==> src/rtl/exc_commit_ctrl_pkg.sv <==
// Shared constants for the exception/return commit controller: cause codes,
// exception flag bit positions and FSM state encoding.
package exc_pkg;

    localparam logic [5:0] ECODE_INT  = 6'h00;
    localparam logic [5:0] ECODE_ADEF = 6'h08;
    localparam logic [5:0] ECODE_ALE  = 6'h09;
    localparam logic [5:0] ECODE_SYS  = 6'h0B;
    localparam logic [5:0] ECODE_BRK  = 6'h0C;
    localparam logic [5:0] ECODE_INE  = 6'h0D;

    localparam logic [8:0] ESUB_INT  = 9'd0;
    localparam logic [8:0] ESUB_ADEF = 9'd0;
    localparam logic [8:0] ESUB_ALE  = 9'd0;
    localparam logic [8:0] ESUB_SYS  = 9'd0;
    localparam logic [8:0] ESUB_BRK  = 9'd0;
    localparam logic [8:0] ESUB_INE  = 9'd0;

    localparam int unsigned EXC_ADEF = 0;
    localparam int unsigned EXC_INE  = 1;
    localparam int unsigned EXC_SYS  = 2;
    localparam int unsigned EXC_BRK  = 3;
    localparam int unsigned EXC_ALE  = 4;

    typedef logic [1:0] state_t;

    localparam state_t S_IDLE     = 2'd0;
    localparam state_t S_COMMIT   = 2'd1;
    localparam state_t S_REDIRECT = 2'd2;
    localparam state_t S_DRAIN    = 2'd3;

endpackage

==> src/rtl/exc_commit_ctrl_if.sv <==
// WB/CSR/pre-IF signal bundle of the commit controller; slave is the controller side.
interface exc_commit_ctrl_if;

    logic        wb_valid;
    logic [31:0] wb_pc;
    logic [4:0]  wb_exc;
    logic        wb_ertn;
    logic        has_int;
    logic [31:0] ex_entry;
    logic [31:0] er_entry;
    logic        wb_ready;
    logic        wb_ex;
    logic [5:0]  wb_ecode;
    logic [8:0]  wb_esubcode;
    logic [31:0] wb_ex_pc;
    logic        ertn_flush;
    logic        pipe_flush;
    logic        redirect_valid;
    logic [31:0] redirect_pc;
    logic        redirect_ready;

    modport slave (
        input  wb_valid, wb_pc, wb_exc, wb_ertn, has_int, ex_entry, er_entry, redirect_ready,
        output wb_ready, wb_ex, wb_ecode, wb_esubcode, wb_ex_pc, ertn_flush, pipe_flush,
               redirect_valid, redirect_pc
    );

    modport master (
        output wb_valid, wb_pc, wb_exc, wb_ertn, has_int, ex_entry, er_entry, redirect_ready,
        input  wb_ready, wb_ex, wb_ecode, wb_esubcode, wb_ex_pc, ertn_flush, pipe_flush,
               redirect_valid, redirect_pc
    );

endinterface

==> src/rtl/exc_commit_ctrl_prio_enc.sv <==
// Combinational cause prioritiser: INT > ADEF > INE > SYS > BRK > ALE > ERTN.
module exc_prio_enc
    import exc_pkg::*;
(
    input  logic       i_has_int,
    input  logic [4:0] i_wb_exc,
    input  logic       i_wb_ertn,
    output logic       o_is_ex,
    output logic       o_is_ertn,
    output logic [5:0] o_ecode,
    output logic [8:0] o_esubcode
);

    always_comb begin
        o_is_ex   = i_has_int | (|i_wb_exc);
        o_is_ertn = i_wb_ertn & ~o_is_ex;
        o_ecode    = ECODE_INT;
        o_esubcode = ESUB_INT;
        if (i_has_int) begin
            o_ecode    = ECODE_INT;
            o_esubcode = ESUB_INT;
        end else if (i_wb_exc[EXC_ADEF]) begin
            o_ecode    = ECODE_ADEF;
            o_esubcode = ESUB_ADEF;
        end else if (i_wb_exc[EXC_INE]) begin
            o_ecode    = ECODE_INE;
            o_esubcode = ESUB_INE;
        end else if (i_wb_exc[EXC_SYS]) begin
            o_ecode    = ECODE_SYS;
            o_esubcode = ESUB_SYS;
        end else if (i_wb_exc[EXC_BRK]) begin
            o_ecode    = ECODE_BRK;
            o_esubcode = ESUB_BRK;
        end else if (i_wb_exc[EXC_ALE]) begin
            o_ecode    = ECODE_ALE;
            o_esubcode = ESUB_ALE;
        end
    end

endmodule

==> src/rtl/exc_commit_ctrl.sv <==
// Exception/ertn commit sequencer: CSR pulse, pipeline flush, redirect handshake, drain.
module exc_commit_ctrl
    import exc_pkg::*;
#(
    parameter int unsigned DRAIN_CYC = 2
) (
    input logic              clk,
    input logic              reset,
    exc_commit_ctrl_if.slave bus
);

    logic        w_is_ex;
    logic        w_is_ertn;
    logic [5:0]  w_ecode;
    logic [8:0]  w_esubcode;
    logic        w_trig;
    logic        w_handshake;

    state_t      r_state;
    logic        r_is_ex;
    logic [5:0]  r_ecode;
    logic [8:0]  r_esubcode;
    logic [31:0] r_ex_pc;
    logic [31:0] r_redirect_pc;
    logic [3:0]  r_cnt;

    exc_prio_enc u_prio_enc (
        .i_has_int  (bus.has_int),
        .i_wb_exc   (bus.wb_exc),
        .i_wb_ertn  (bus.wb_ertn),
        .o_is_ex    (w_is_ex),
        .o_is_ertn  (w_is_ertn),
        .o_ecode    (w_ecode),
        .o_esubcode (w_esubcode)
    );

    assign w_trig      = bus.wb_valid & (w_is_ex | w_is_ertn);
    assign w_handshake = (r_state == S_REDIRECT) & bus.redirect_ready;

    always_ff @(posedge clk) begin
        if (reset) begin
            r_state       <= S_IDLE;
            r_is_ex       <= 1'b0;
            r_ecode       <= 6'd0;
            r_esubcode    <= 9'd0;
            r_ex_pc       <= 32'd0;
            r_redirect_pc <= 32'd0;
            r_cnt         <= 4'd0;
        end else begin
            case (r_state)
                S_IDLE: begin
                    if (w_trig) begin
                        r_is_ex <= w_is_ex;
                        r_ex_pc <= bus.wb_pc;
                        // Ecode only moves for real exceptions; ertn leaves the last value.
                        if (w_is_ex) begin
                            r_ecode    <= w_ecode;
                            r_esubcode <= w_esubcode;
                        end
                        r_state <= S_COMMIT;
                    end
                end
                S_COMMIT: begin
                    r_redirect_pc <= r_is_ex ? bus.ex_entry : bus.er_entry;
                    r_state       <= S_REDIRECT;
                end
                S_REDIRECT: begin
                    if (w_handshake) begin
                        r_cnt   <= 4'(DRAIN_CYC - 1);
                        r_state <= S_DRAIN;
                    end
                end
                default: begin
                    if (r_cnt == 4'd0) begin
                        r_state <= S_IDLE;
                    end else begin
                        r_cnt <= r_cnt - 4'd1;
                    end
                end
            endcase
        end
    end

    assign bus.wb_ready       = (r_state == S_IDLE);
    assign bus.wb_ex          = (r_state == S_COMMIT) & r_is_ex;
    assign bus.ertn_flush     = (r_state == S_COMMIT) & ~r_is_ex;
    assign bus.wb_ecode       = r_ecode;
    assign bus.wb_esubcode    = r_esubcode;
    assign bus.wb_ex_pc       = r_ex_pc;
    assign bus.pipe_flush     = (r_state != S_IDLE);
    assign bus.redirect_valid = (r_state == S_REDIRECT);
    assign bus.redirect_pc    = r_redirect_pc;

endmodule

==> src/flat_wrapper.sv <==
// flat-port wrapper written by rule: the top's interface ports become plain ports
module exc_commit_ctrl_flat import exc_pkg::*;
#(
    parameter int unsigned DRAIN_CYC = 2
)
  (clk, reset, bus_wb_valid, bus_wb_pc, bus_wb_exc, bus_wb_ertn, bus_has_int, bus_ex_entry, bus_er_entry, bus_redirect_ready, bus_wb_ready, bus_wb_ex, bus_wb_ecode, bus_wb_esubcode, bus_wb_ex_pc, bus_ertn_flush, bus_pipe_flush, bus_redirect_valid, bus_redirect_pc);
  exc_commit_ctrl_if bus_i ();
  input logic clk;
  input logic reset;
  input wire logic [$bits(bus_i.wb_valid)-1:0] bus_wb_valid;
  input wire logic [$bits(bus_i.wb_pc)-1:0] bus_wb_pc;
  input wire logic [$bits(bus_i.wb_exc)-1:0] bus_wb_exc;
  input wire logic [$bits(bus_i.wb_ertn)-1:0] bus_wb_ertn;
  input wire logic [$bits(bus_i.has_int)-1:0] bus_has_int;
  input wire logic [$bits(bus_i.ex_entry)-1:0] bus_ex_entry;
  input wire logic [$bits(bus_i.er_entry)-1:0] bus_er_entry;
  input wire logic [$bits(bus_i.redirect_ready)-1:0] bus_redirect_ready;
  output wire logic [$bits(bus_i.wb_ready)-1:0] bus_wb_ready;
  output wire logic [$bits(bus_i.wb_ex)-1:0] bus_wb_ex;
  output wire logic [$bits(bus_i.wb_ecode)-1:0] bus_wb_ecode;
  output wire logic [$bits(bus_i.wb_esubcode)-1:0] bus_wb_esubcode;
  output wire logic [$bits(bus_i.wb_ex_pc)-1:0] bus_wb_ex_pc;
  output wire logic [$bits(bus_i.ertn_flush)-1:0] bus_ertn_flush;
  output wire logic [$bits(bus_i.pipe_flush)-1:0] bus_pipe_flush;
  output wire logic [$bits(bus_i.redirect_valid)-1:0] bus_redirect_valid;
  output wire logic [$bits(bus_i.redirect_pc)-1:0] bus_redirect_pc;
  assign bus_i.wb_valid = bus_wb_valid;
  assign bus_i.wb_pc = bus_wb_pc;
  assign bus_i.wb_exc = bus_wb_exc;
  assign bus_i.wb_ertn = bus_wb_ertn;
  assign bus_i.has_int = bus_has_int;
  assign bus_i.ex_entry = bus_ex_entry;
  assign bus_i.er_entry = bus_er_entry;
  assign bus_i.redirect_ready = bus_redirect_ready;
  assign bus_wb_ready = bus_i.wb_ready;
  assign bus_wb_ex = bus_i.wb_ex;
  assign bus_wb_ecode = bus_i.wb_ecode;
  assign bus_wb_esubcode = bus_i.wb_esubcode;
  assign bus_wb_ex_pc = bus_i.wb_ex_pc;
  assign bus_ertn_flush = bus_i.ertn_flush;
  assign bus_pipe_flush = bus_i.pipe_flush;
  assign bus_redirect_valid = bus_i.redirect_valid;
  assign bus_redirect_pc = bus_i.redirect_pc;
  exc_commit_ctrl #(.DRAIN_CYC(DRAIN_CYC)) u_core (.clk(clk), .reset(reset), .bus(bus_i));
endmodule
==> config.mk <==
export PLATFORM = sky130hd
export DESIGN_NAME = exc_commit_ctrl_flat
export DESIGN_NICKNAME = d
export VERILOG_FILES = /design/src/rtl/exc_commit_ctrl_pkg.sv /design/src/rtl/exc_commit_ctrl_if.sv /design/src/rtl/exc_commit_ctrl_prio_enc.sv /design/src/rtl/exc_commit_ctrl.sv /design/src/flat_wrapper.sv
export SDC_FILE = /design/constraint.sdc
export NUM_CORES = 1
export LEC_CHECK = 0
export CAP_MARGIN = 20
export CORE_UTILIZATION = 38
export DETAILED_ROUTE_END_ITERATION = 8
export PLACE_DENSITY = 0.81
export SLEW_MARGIN = 20
export SYNTH_ARGS = -nofsm -noshare
export SYNTH_HDL_FRONTEND = slang
export SYNTH_SLANG_ARGS = --single-unit
export TNS_END_PERCENT = 1
==> constraint.sdc <==
create_clock -name clk -period 2.04 [get_ports clk]
set_clock_uncertainty 0.15 [all_clocks]
set_input_delay 0.306 -clock clk [delete_from_list [all_inputs] [get_ports clk]]
set_output_delay 0.306 -clock clk [all_outputs]
set_load 0.005 [all_outputs]
**Yosys cells after proc, flatten, opt, wreduce, memory -nomap -nowiden**

Index checks and enable logic that the tools add are counted.

- Equality and inequality tests: 5
- Muxes and demuxes: 14
- $add $sub $neg: 1
- Reductions and logical operators: 10
- Bitwise operators: 10

Operator list:

| operator | number |
|---|---|
| 2-to-1 mux 32 bit | 1 |
| 2-to-1 mux 4 bit | 8 |
| AND reduction 3 bit | 3 |
| one-hot mux 4 bit (2 select lines) | 1 |
| 2-to-1 mux 2 bit | 3 |
| one-hot mux 2 bit (3 select lines) | 1 |
| AND 1 bit | 5 |
| OR reduction 5 bit | 1 |
| zero test 4 bit | 1 |
| inequality test 2 x 1 -> 1 bit (second input constant) | 2 |
| nonzero test 4 bit | 1 |
| subtractor 4 x 1 -> 4 bit (second input constant) | 1 |
| NOT 1 bit | 3 |
| == test 2 x 1 -> 1 bit (second input constant) | 1 |
| == test 2 bit (second input constant) | 1 |
| zero test 2 bit | 1 |
| inequality test 2 bit (second input constant) | 1 |
| OR 1 bit | 2 |
| AND reduction 2 bit | 1 |
| nonzero test 2 bit | 1 |
| OR reduction 2 bit | 1 |

- Logic and storage cells: 46
- Input bits: 107
- Register bits after elaboration: 77
- Output and inout bits: 84

**Longest topological paths before layout**

Gate-level depths: netlist of the first run.

- Depth after elaboration: 8
- Mapped depth: 8
- Depth with buffers taken out: 6

**By module**

A second synthesis of the first run with hierarchy kept.

- Cell total of the unflattened synthesis: 431
- Area, all modules: 3687.3 µm²

Modules (own cells, without submodules):

| module | cells each | seq. area each (µm²) | area an instance (µm²) | times used |
|---|---|---|---|---|
| exc_commit_ctrl | 408 | 1721.7 | 3528.4 | 1 |
| exc_prio_enc | 23 | 0.0 | 158.9 | 1 |

**Worst setup path before layout of the first run**

No wires, ideal clock.

- Path type: register to output
- Start: register u_core.r_state[1]
- End: output port bus_ertn_flush
- Stages on the path, launching flop included: 7
- Data required time: 1584 ps
- Slack: 154 ps
- Path buffers: 3
- Arrival time: 1430 ps
- Cell sequence: dfxtp_1 > inv_1 > ha_1 > clkbuf_1 > clkbuf_1 > clkbuf_1 > nor2b_1

- Cells in the longest elaborated chain, start to end: 2

RTL lines:

| what | RTL line | RTL |
|---|---|---|
| start, declared | exc_commit_ctrl.sv:19 | `state_t r_state;` |
| start signal, assigned | exc_commit_ctrl.sv:42 | `r_state <= S_IDLE;` |
| start signal, assigned | exc_commit_ctrl.sv:60 | `r_state <= S_COMMIT;` |
| start signal, assigned | exc_commit_ctrl.sv:65 | `r_state <= S_REDIRECT;` |
| == test 2 x 1 -> 1 bit | exc_commit_ctrl.sv:86 | `assign bus.ertn_flush = (r_state == S_COMMIT) & ~r_is_ex;` |
| AND 1 bit | exc_commit_ctrl.sv:86 |  |
| end, declared | flat_wrapper.sv:23 | `output wire logic [$bits(bus_i.ertn_flush)-1:0] bus_ertn_flush;` |

No other way between the ends.

**Worst setup path in the final report of the first run**

- Start: input port bus_wb_exc[1]
- End: register u_core.r_ex_pc[17], in the netlist u_core.bus.wb_ex_pc[17]

- Cells in the longest elaborated chain, start to end: 7

RTL lines:

| what | RTL line | RTL |
|---|---|---|
| start, declared | flat_wrapper.sv:12 | `input wire logic [$bits(bus_i.wb_exc)-1:0] bus_wb_exc;` |
| OR reduction 5 bit (*) | exc_commit_ctrl_prio_enc.sv:15 | `o_is_ex = i_has_int \| (\|i_wb_exc);` |
| OR 1 bit (*) | exc_commit_ctrl_prio_enc.sv:15 |  |
| NOT 1 bit | exc_commit_ctrl_prio_enc.sv:16 | `o_is_ertn = i_wb_ertn & ~o_is_ex;` |
| AND 1 bit | exc_commit_ctrl_prio_enc.sv:16 |  |
| OR 1 bit (*) | exc_commit_ctrl.sv:37 | `assign w_trig = bus.wb_valid & (w_is_ex \| w_is_ertn);` |
| AND 1 bit (*) | exc_commit_ctrl.sv:37 |  |
| AND reduction 2 bit (no line) (*) | - |  |
| end signal, assigned | exc_commit_ctrl.sv:54 | `r_ex_pc <= bus.wb_pc;` |
| end, declared | exc_commit_ctrl.sv:23 | `logic [31:0] r_ex_pc;` |

Every way passes the cells marked *; elsewhere a longest branch is shown, timed or not.
A chain may end at the register's enable or synchronous reset.

==> flow_results.org, run 1 <==
** Outcome
- The flow ran to the end, and the final reports show no timing, DRC or antenna violations.

** Clock network
- For this design, the CTS-stage hold fixing added 0 buffers.
- CTS built an H-tree with a depth of 3.
- TritonCTS built the clock tree.
- Clk sinks :: 75
- For the worst-skew pair, the clock arrives at the later sink with an insertion delay of about 0.33 ns.
- Maximum number of buffers from clock root to sink :: 2
- Number of buffers created by CTS :: 9
- The root buffer cell chosen for the clock tree is sky130_fd_sc_hd__clkbuf_8.
- Clock-pin slew on the worst setup and hold paths :: 0.08 ns

** Place
- The HPWL after detailed placement is just under 7000 µm.
- At the end of routability-driven placement, the weighted congestion stood at about 0.81.
- IO buf count :: 179

** Global route
- The number of antenna violations at the first check in global routing came to 0.
- Wire length of the first global-routing pass :: around 14,000 µm
- The via count of the first global-routing pass is ~3,100.
- Summed over all layers, the global routing overflow is 0.
- GRT Overall Usage :: about a fifth
- Entering global routing, the biggest net connects 76 pins.

** Run
- Maximum capacitance violations :: 0

** Final layout
- Share of layout cells above drive strength 1 :: 10.04%
- Area growth from synthesis to layout :: 65.59%
- Net count, final :: 666
- Diode insertion count for antenna repair :: 0

** Route
- Remaining design rule violation count :: 0
- Detailed Route Iter0 Violations :: slightly below 100
- Number of vias per cell after detailed routing :: between 4 and 5
- The first detailed-routing pass took 4 iterations.
- The routed layout has ~3,300 vias.
- Wires add up to 9153 µm.
- Final ANT Viol Nets :: 0
- Wire length per cell after detailed routing :: 13.81 µm

** Critical path
- Crit Reg-Reg Startpoint :: u_core.r_state[0]$_SDFFE_PP0P_
- Data arrives at the worst endpoint at roughly 2.1 ns.
- STA classifies the critical path endpoint as a flop.
- STA classifies the critical path startpoint as a primary input.
- Data required time at the worst endpoint :: roughly 2.2 ns
- The critical path in this run is classified as primary input to flop.
- Critical Path Source :: bus_wb_exc[1]
- Top fanout value on the critical path :: 13

** Logic synthesis
- Yosys printed 0 warnings.
- Share of synthesized registers carrying an async set or reset :: 0%
- Area fraction of the dominant cell type after synthesis :: 45.68%
- Post-Syn Instances :: ~380
- The synthesized design contains 75 register bits.
- In this run the cell area of the synthesized design comes to ~3300 µm².
- Counting distinct cell types in the post-synthesis netlist gives 39.
- Mapped Avg Cell Area :: just under 9 µm²
- The share of the Yosys chip area taken by registers is 45.68%.
- In the post-synthesis netlist, the biggest area contributors are sky130_fd_sc_hd__dfxtp_1 (46%), sky130_fd_sc_hd__mux2i_1 (10%), sky130_fd_sc_hd__nand2_1 (7.9%).
- In this run, synthesis inferred 0 flip-flops with an integrated enable.
- The most used flip-flop cell after synthesis is sky130_fd_sc_hd__dfxtp_1.
- The synthesized design spends more area on one cell type than any other, namely sky130_fd_sc_hd__dfxtp_1.

** Floorplanning
- The initial utilization of the core area, before any placement, comes to between 30% and 40%.
- The die covers approximately 9000 µm².
- Die extent in x :: between 90 and 100 µm
- around 190 I/O pins were placed.
- Number of core rows :: 33
- Die height :: around 95 µm
- Core region area :: 8299 µm²

** Pwr
- In this run the power density over the cells is around 1100 nW/µm².
- Power after layout :: 0.005904 W
- Static Leak :: around 2 nW
- Worst VDD drop :: about 0.00055 V

** Timing
- Counting I/O delays and the setup requirement, the final critical path takes about 2.0 ns.
- Setup violations remaining at the end of the flow were counted as 0.
- Count of final hold-check violations :: 0
- Worst hold slack :: around 0.31 ns
- Transition at the pin with the smallest max-transition slack :: roughly 0.54 ns
- Number of max-slew violations in the final report :: 0
- Share of the cycle needed by the critical path after routing :: between 90% and 100%
- Maximum clock frequency :: 508.0 MHz
- Setup repair after global routing could not meet its margin everywhere.
- In this run the tightest slew margin relative to its limit is a little under two thirds.

** Hold path
- The min-delay analysis places its worst path in the category flop to flop.
- The worst hold path begins at u_core.bus.wb_ex_pc[5]$_SDFFE_PP0P_.
==> metrics by stage <==
step	area [µm²]	setup TNS (ns)	std cells	worst slack [ns]	util [%]
floorplan	3324	0	385	0.1538	-
global placement	5177	-7.504	645	-0.2381	62.39
detailed placement	5177	-9.094	645	-0.2981	62.39
CTS	5413	0	663	0.001301	65.22
global route	5443	-0.01925	663	-0.01925	65.58
finish	5443	0	663	0.07168	65.58
==> final timing paths <==
| kind | endpoint | slack, ns | cells after the start |
|---|---|---|---|
| worst max-delay path | u_core.bus.wb_ex_pc[17]$_SDFFE_PP0P_ | 0.07 | 6 |
| worst min-delay path | u_core.bus.wb_ex_pc[5]$_SDFFE_PP0P_ | 0.31 | 2 |
| worst max register to register | u_core.r_cnt[0]$_SDFFE_PP0P_ | 0.17 | 8 |
| worst min register to register | u_core.bus.wb_ex_pc[5]$_SDFFE_PP0P_ | 0.31 | 2 |
==> power breakdown <==
part           leakage [nW]  total, W  switching, W  internal (W)
logic                  1.32   0.00271       0.00120       0.00151
registers             0.617   0.00208      0.000222       0.00186
clock network        0.0950   0.00111      0.000554      0.000560
==> worst max-delay path, cell delays in order <==
cell and delay (ns):
sky130_fd_sc_hd__clkdlybuf4s50_1 0.44, sky130_fd_sc_hd__or4_4 0.61, sky130_fd_sc_hd__o31ai_4 0.27, sky130_fd_sc_hd__buf_4 0.24, sky130_fd_sc_hd__nand2_1 0.08, sky130_fd_sc_hd__a21oi_1 0.14
==> synth_stat cells (all sizes together) (2+ instances only) <==
master	instances
buf	25
nor2b	2
a211oi	33
nand3	2
nand2b	2
nand2	69
inv	9
or3	3
a21oi	41
dfxtp	75
ha	6
or4	3
o21ai	3
mux2i	33
and2	2
nor2	37
clkbuf	14
==> registers in the layout, summed over array words and instances (netlist names) <==
name	cells
u_core.bus.redirect_pc	32
u_core.bus.wb_ecode	4
u_core.bus.wb_ex_pc	32
u_core.r_cnt	4
u_core.r_is_ex	1
u_core.r_state	2
==> per-layer routing <==
metal	part of all wire [%]	global-route usage, %	up-vias
met1	40	23.33	1478
met2	49	35.79	156
met4	1.7	8.460	0
li1	-	-	1626
met5	0	0	-
met3	9.6	6.200	11
==> final cells by class <==
| cell class | instances | area, µm² |
|---|---|---|
| multi-input combinational | 262 | 1614 |
| fill | 676 | 2856 |
| sequential | 75 | 1510 |
| clock buffer | 9 | 123.9 |
| inverter | 9 | 36.28 |
| timing repair buffer | 196 | 1958 |
| clock inverter | 7 | 68.82 |
| tap | 105 | 131.4 |
==> logic make-up (layout without fill, tap and decap cells) <==
family                   after synthesis  in the layout  synth area share [%]
buffers and inverters                 48            221                 7.689
flip-flops                            75             75                 45.68
adder cells (fa/ha/maj)                6              6                 2.284
multiplexers                          33             33                 10.05
AO/OA/AOI/OAI                         87             87                 18.27
AND/OR/NAND/NOR                      125            125                 15.91
other                                  1             11                0.1141
==> timing repair <==
| action | CTS | global route |
|---|---|---|
| pin swaps | 1 | 0 |
| gates resized for setup | 12 | 8 |
| setup buffers | 2 | 0 |
| endpoints found under the setup margin | 5 | 13 |
==> cells in the final DEF, fill, tap and decap left out, drive strengths merged, types with 2 or more instances in the layout <==
cell           Yosys  final
conb               1     11
or3                3      3
dfxtp             75     75
clkdlybuf4s50      0    174
nor2              37     37
nand2             69     69
ha                 6      6
buf               25     18
inv                9      9
or4                3      3
nor2b              2      2
clkinv             0      4
clkinvlp           0      2
mux2i             33     33
and2               2      2
a21oi             41     41
a211oi            33     33
nand2b             2      2
nand3              2      2
dlygate4sd2        0      2
o21ai              3      3
dlymetal6s2s       0      2
clkbuf            14      9
Note: power is estimated with default switching activity, not from simulation.
==> inputs of run 2 (changes only) <==
--- a/config.mk
+++ b/config.mk
@@ -7,7 +7,8 @@
 export LEC_CHECK = 0
 export CAP_MARGIN = 20
-export CORE_UTILIZATION = 38
+export CORE_UTILIZATION = 39
+export CTS_BUF_LIST = sky130_fd_sc_hd__clkbuf_4 sky130_fd_sc_hd__clkbuf_8
 export DETAILED_ROUTE_END_ITERATION = 8
-export PLACE_DENSITY = 0.81
+export PLACE_DENSITY = 0.82
 export SLEW_MARGIN = 20
 export SYNTH_ARGS = -nofsm -noshare
--- a/constraint.sdc
+++ b/constraint.sdc
@@ -3,3 +3,3 @@
 set_input_delay 0.306 -clock clk [delete_from_list [all_inputs] [get_ports clk]]
 set_output_delay 0.306 -clock clk [all_outputs]
-set_load 0.005 [all_outputs]
+set_load 0.01 [all_outputs]
==> run 2 against run 1 <==
- final area shrank 0.80%
- first-iteration DRC count shrank 10%
- sequential power barely moved
- routed wire length down 2.0%
- worst hold slack lost 0.086 ns
- register-to-register slack about the same
- setup slack worse by 0.070 ns
- global-route usage shrank 0.12 points
- sequential share of layout area is 0.13 points higher
- die area fell by 2.5%
- utilization rose by 0.46 points
- largest power group unchanged
==> flow_results.org, run 2 (synthesis results as in run 1) <==
** Timing
- The worst hold margin came to 0.2262 ns (-0.08645 ns).
- Unrepaired setup endpoints after global routing :: yes
- The fmax was 490.6 MHz (-3.4%).
- The final hold violation count is 0 (unchanged).
- Shortest period the worst path allows :: 2.038 ns (+0.06995 ns)
- The relative slew slack was 62.49% (-1.0 points).
- Share of the cycle needed by the critical path after routing :: 99.92% (+3.4 points)
- The actual slew at the worst max-slew pin is 0.5626 ns (+0.02074 ns).
- The setup violation total in the final timing report is 0 (unchanged).
- Number of max-slew violations in the final report :: 0 (unchanged)

** Final layout
- Most frequent standard cell in the layout excluding fill and tap cells :: sky130_fd_sc_hd__clkdlybuf4s50_1
- From synthesis to final layout, the design area changed by 64.26%.
- The number of antenna repair diodes came to 0 (unchanged).
- The post-route core utilization came to 66.04% (+0.46 points).
- The share of final-layout standard cells stronger than drive strength 1 was 9.189% (-0.85 points).
- In the layout the commonest cells are sky130_fd_sc_hd__clkdlybuf4s50_1 (174), sky130_fd_sc_hd__dfxtp_1 (72), sky130_fd_sc_hd__nand2_1 (69), sky130_fd_sc_hd__nor2_1 (37), sky130_fd_sc_hd__a21oi_1 (34).
- The number of cells in the finished layout apart from fillers is 660 (-0.45%).
- The number of nets in the layout came to 663 (-0.45%).

** Clock network
- Clock tree synthesis selected as its root buffer the cell sky130_fd_sc_hd__clkbuf_8.
- Clk sinks :: 75 (unchanged)
- The total of hold buffers inserted after clock tree synthesis is 0 (unchanged).
- Clock latency at the later pin of the worst-skew pair :: 0.33 ns (about the same)
- Number of buffers created by CTS :: 9 (unchanged)
- TritonCTS built the clock tree.
- CTS H-Tree Depth :: 3 (unchanged)
- Maximum number of buffers from clock root to sink :: 2 (unchanged)
- Clock-pin slew on the worst setup and hold paths :: 0.08 ns (about the same)

** Route
- The number of detailed-routing iterations run before antenna repair came to 4 (unchanged).
- The met3 layer wire length in the routed design was 707 µm (-20%).
- Post-route met1 wirelength :: 3608 µm (-0.85%)
- The number of nets still failing antenna checks after routing is 0 (unchanged).
- The via density per instance came to 4.865 (-1.4%).
- Top layer used by detailed routing :: met4
- The DRC violations left was 0 (unchanged).
- Met2 Routed Length :: 4508 µm (+0.65%)
- Wire length per cell after detailed routing :: 13.59 µm (-1.6%)
- Via Count :: 3,211 (-1.8%)
- The total wirelength of the detailed-routed design is 8967 µm (-2.0%).
- The DRC violation total after the first TritonRoute iteration is 88 (-10%).

** Critical path
- The reg-to-reg setup timing slack is 0.16 ns (about the same).
- The worst setup path is of the flop to primary output kind.
- CP Capture Type :: primary output
- The depth of the worst register-to-register path was 7 (-1).
- The startpoint identified for the worst register-to-register timing path is u_core.r_state[1]$_SDFFE_PP0P_.
- Startpoint kind of the worst setup timing path :: flop
- Reg2Reg Capture Point :: u_core.r_state[0]$_SDFFE_PP0P_
- The worst endpoint required time is 1.58 ns (-0.59 ns).
- The signal on the critical path passes through inv_1, ha_2, clkdlybuf4s50_1.
- The highest cell delay on the worst timing path came to 0.56 ns (-0.05 ns).
- The arrival time reported for the critical path endpoint came to 1.58 ns (-0.52 ns).
- The slowest stage of the critical path belongs to the cell sky130_fd_sc_hd__clkdlybuf4s50_1.
- The maximum fanout encountered on the critical timing path came to 7 (-6).

** Floorplanning
- Area of the die :: 8799 µm² (-2.5%)
- Number of core rows :: 33 (unchanged)
- The standard cell core area was 8175 µm² (-1.5%).
- The overall die height came to 93.81 µm (-1.3%).
- The number of ports placed on the die boundary is 191 (unchanged).
- Initial Utilization :: 40.21% (+0.60 points)
- The horizontal die dimension came to 93.81 µm (-1.3%).

** Global route
- GRT Overall Usage :: 20.47% (-0.12 points)
- Wire length of the first global-routing pass :: 14,100 µm (-2.4%)
- Largest net degree at the start of global routing :: 63 (-17%)
- Number of antenna violations at the first check in global routing :: 0 (unchanged)
- Number of global-route vias before repair :: 2,980 (-5.1%)
- The overall overflow remaining after global route came to 0 (unchanged).

** Hold path
- Startpoint of the tightest hold check path :: reset
- Worst Hold Path EP :: u_core.r_cnt[1]$_SDFFE_PP0P_
- The worst hold path belongs to the class primary input to flop.
- The number of instances on the worst hold path came to 2 (unchanged).

** Run
- The max-capacitance violation count was 0 (unchanged).

** Pwr
- The internal power consumption came to 0.004004 W (+1.9%).
- The peak supply drop is 0.0005295 V (-4.3%).
- Reported net switching power :: 0.002084 W (+5.5%)
- The overall power was 0.006088 W (+3.1%).
- The proportion of power drawn by flip-flops and latches was 34.4% (-0.8 points).
- Portion of total power attributed to combinational logic :: 44.8% (-1.1 points)
- The switching power share of the total came to 34.23% (+0.78 points).
- Power per Cell Area :: 1128 nW/µm² (+4.0%)
- The clock power share is 20.8% (+1.9 points).
- The leakage power total is 2.004 nW (-1.6%).

** Place
- The port buffer count was 179 (unchanged).
- The placer congestion estimate was 0.7685 (-4.6%).
- HPWL after detailed placement :: 6851 µm (+0.44%)
- Placed Instances :: 643 (-0.31%)

** Outcome
- The flow ran to the end, and the final reports show no timing, DRC or antenna violations.
[run 2: final cells by class]
class,instances,area (µm²)
Clock buffer,10,137.6
Clock inverter,6,88.84
Sequential cell,75,1505
Tap cell,105,131.4
Inverter,9,33.78
Multi-Input combinational cell,262,1599
Timing Repair Buffer,193,1903
Fill cell,669,2776
[run 2: critical path, delay by kind of cell (launching register included)]
kind	cells	cell delay, ns
flip-flops	1	0.36
buffers and inverters	2	0.65
adder cells (fa/ha/maj)	1	0.24
[run 2: worst max path at each step]
stage	start	cells after the start	to	slack [ns]
3_3_place_gp	bus_wb_exc[1]	5	u_core.r_state[0]$_SDFFE_PP0P_	-0.24
5_1_grt	u_core.r_state[0]$_SDFFE_PP0P_	3	bus_redirect_valid	-0.06
6_report	u_core.r_state[0]$_SDFFE_PP0P_	3	bus_redirect_valid	0.002
4_1_cts	u_core.r_state[1]$_SDFFE_PP0P_	4	bus_wb_ex	-0.11
2_1_floorplan	u_core.r_state[1]$_SDFFE_PP0P_	6	bus_ertn_flush	0.09
3_5_place_dp	bus_wb_exc[1]	6	u_core.bus.wb_ex_pc[17]$_SDFFE_PP0P_	-0.32
[run 2: per-layer routing]
layer	vias to the layer above	track usage (%)
li1	1622	-
met1	1431	23.03
met2	148	36.68
met3	10	5.259
met4	0	7.949
met5	-	0
[run 2: through the flow]
| stage | worst slack [ns] | TNS, ns | cell area, µm² |
|---|---|---|---|
| 4_1_cts | -0.1059 | -0.1827 | 5374 |
| 3_3_place_gp | -0.2369 | -7.864 | 5137 |
| 3_5_place_dp | -0.3237 | -9.811 | 5137 |
| 6_report | 0.001731 | 0 | 5399 |
| 5_1_grt | -0.06242 | -0.06242 | 5399 |
| 2_1_floorplan | 0.08896 | 0 | 3324 |
[run 2: power by group through the flow]
stage	logic (W)	clock network (W)	registers (W)
floorplan	0.00135	0	0.00222
global placement	0.00264	0	0.00209
detailed placement	0.00271	0	0.00211
CTS	0.00271	0.00129	0.00209
global route	0.00299	0.00136	0.00214
finish	0.00273	0.00127	0.00209
[run 2: what timing repair did]
action | CTS | global route
endpoints found under the hold margin | 0 | 0
pin swaps | 0 | 2
endpoints found under the setup margin | 6 | 17
buffers inserted | 0 | 1
gates cloned | 0 | 0
gates resized for setup | 6 | 6
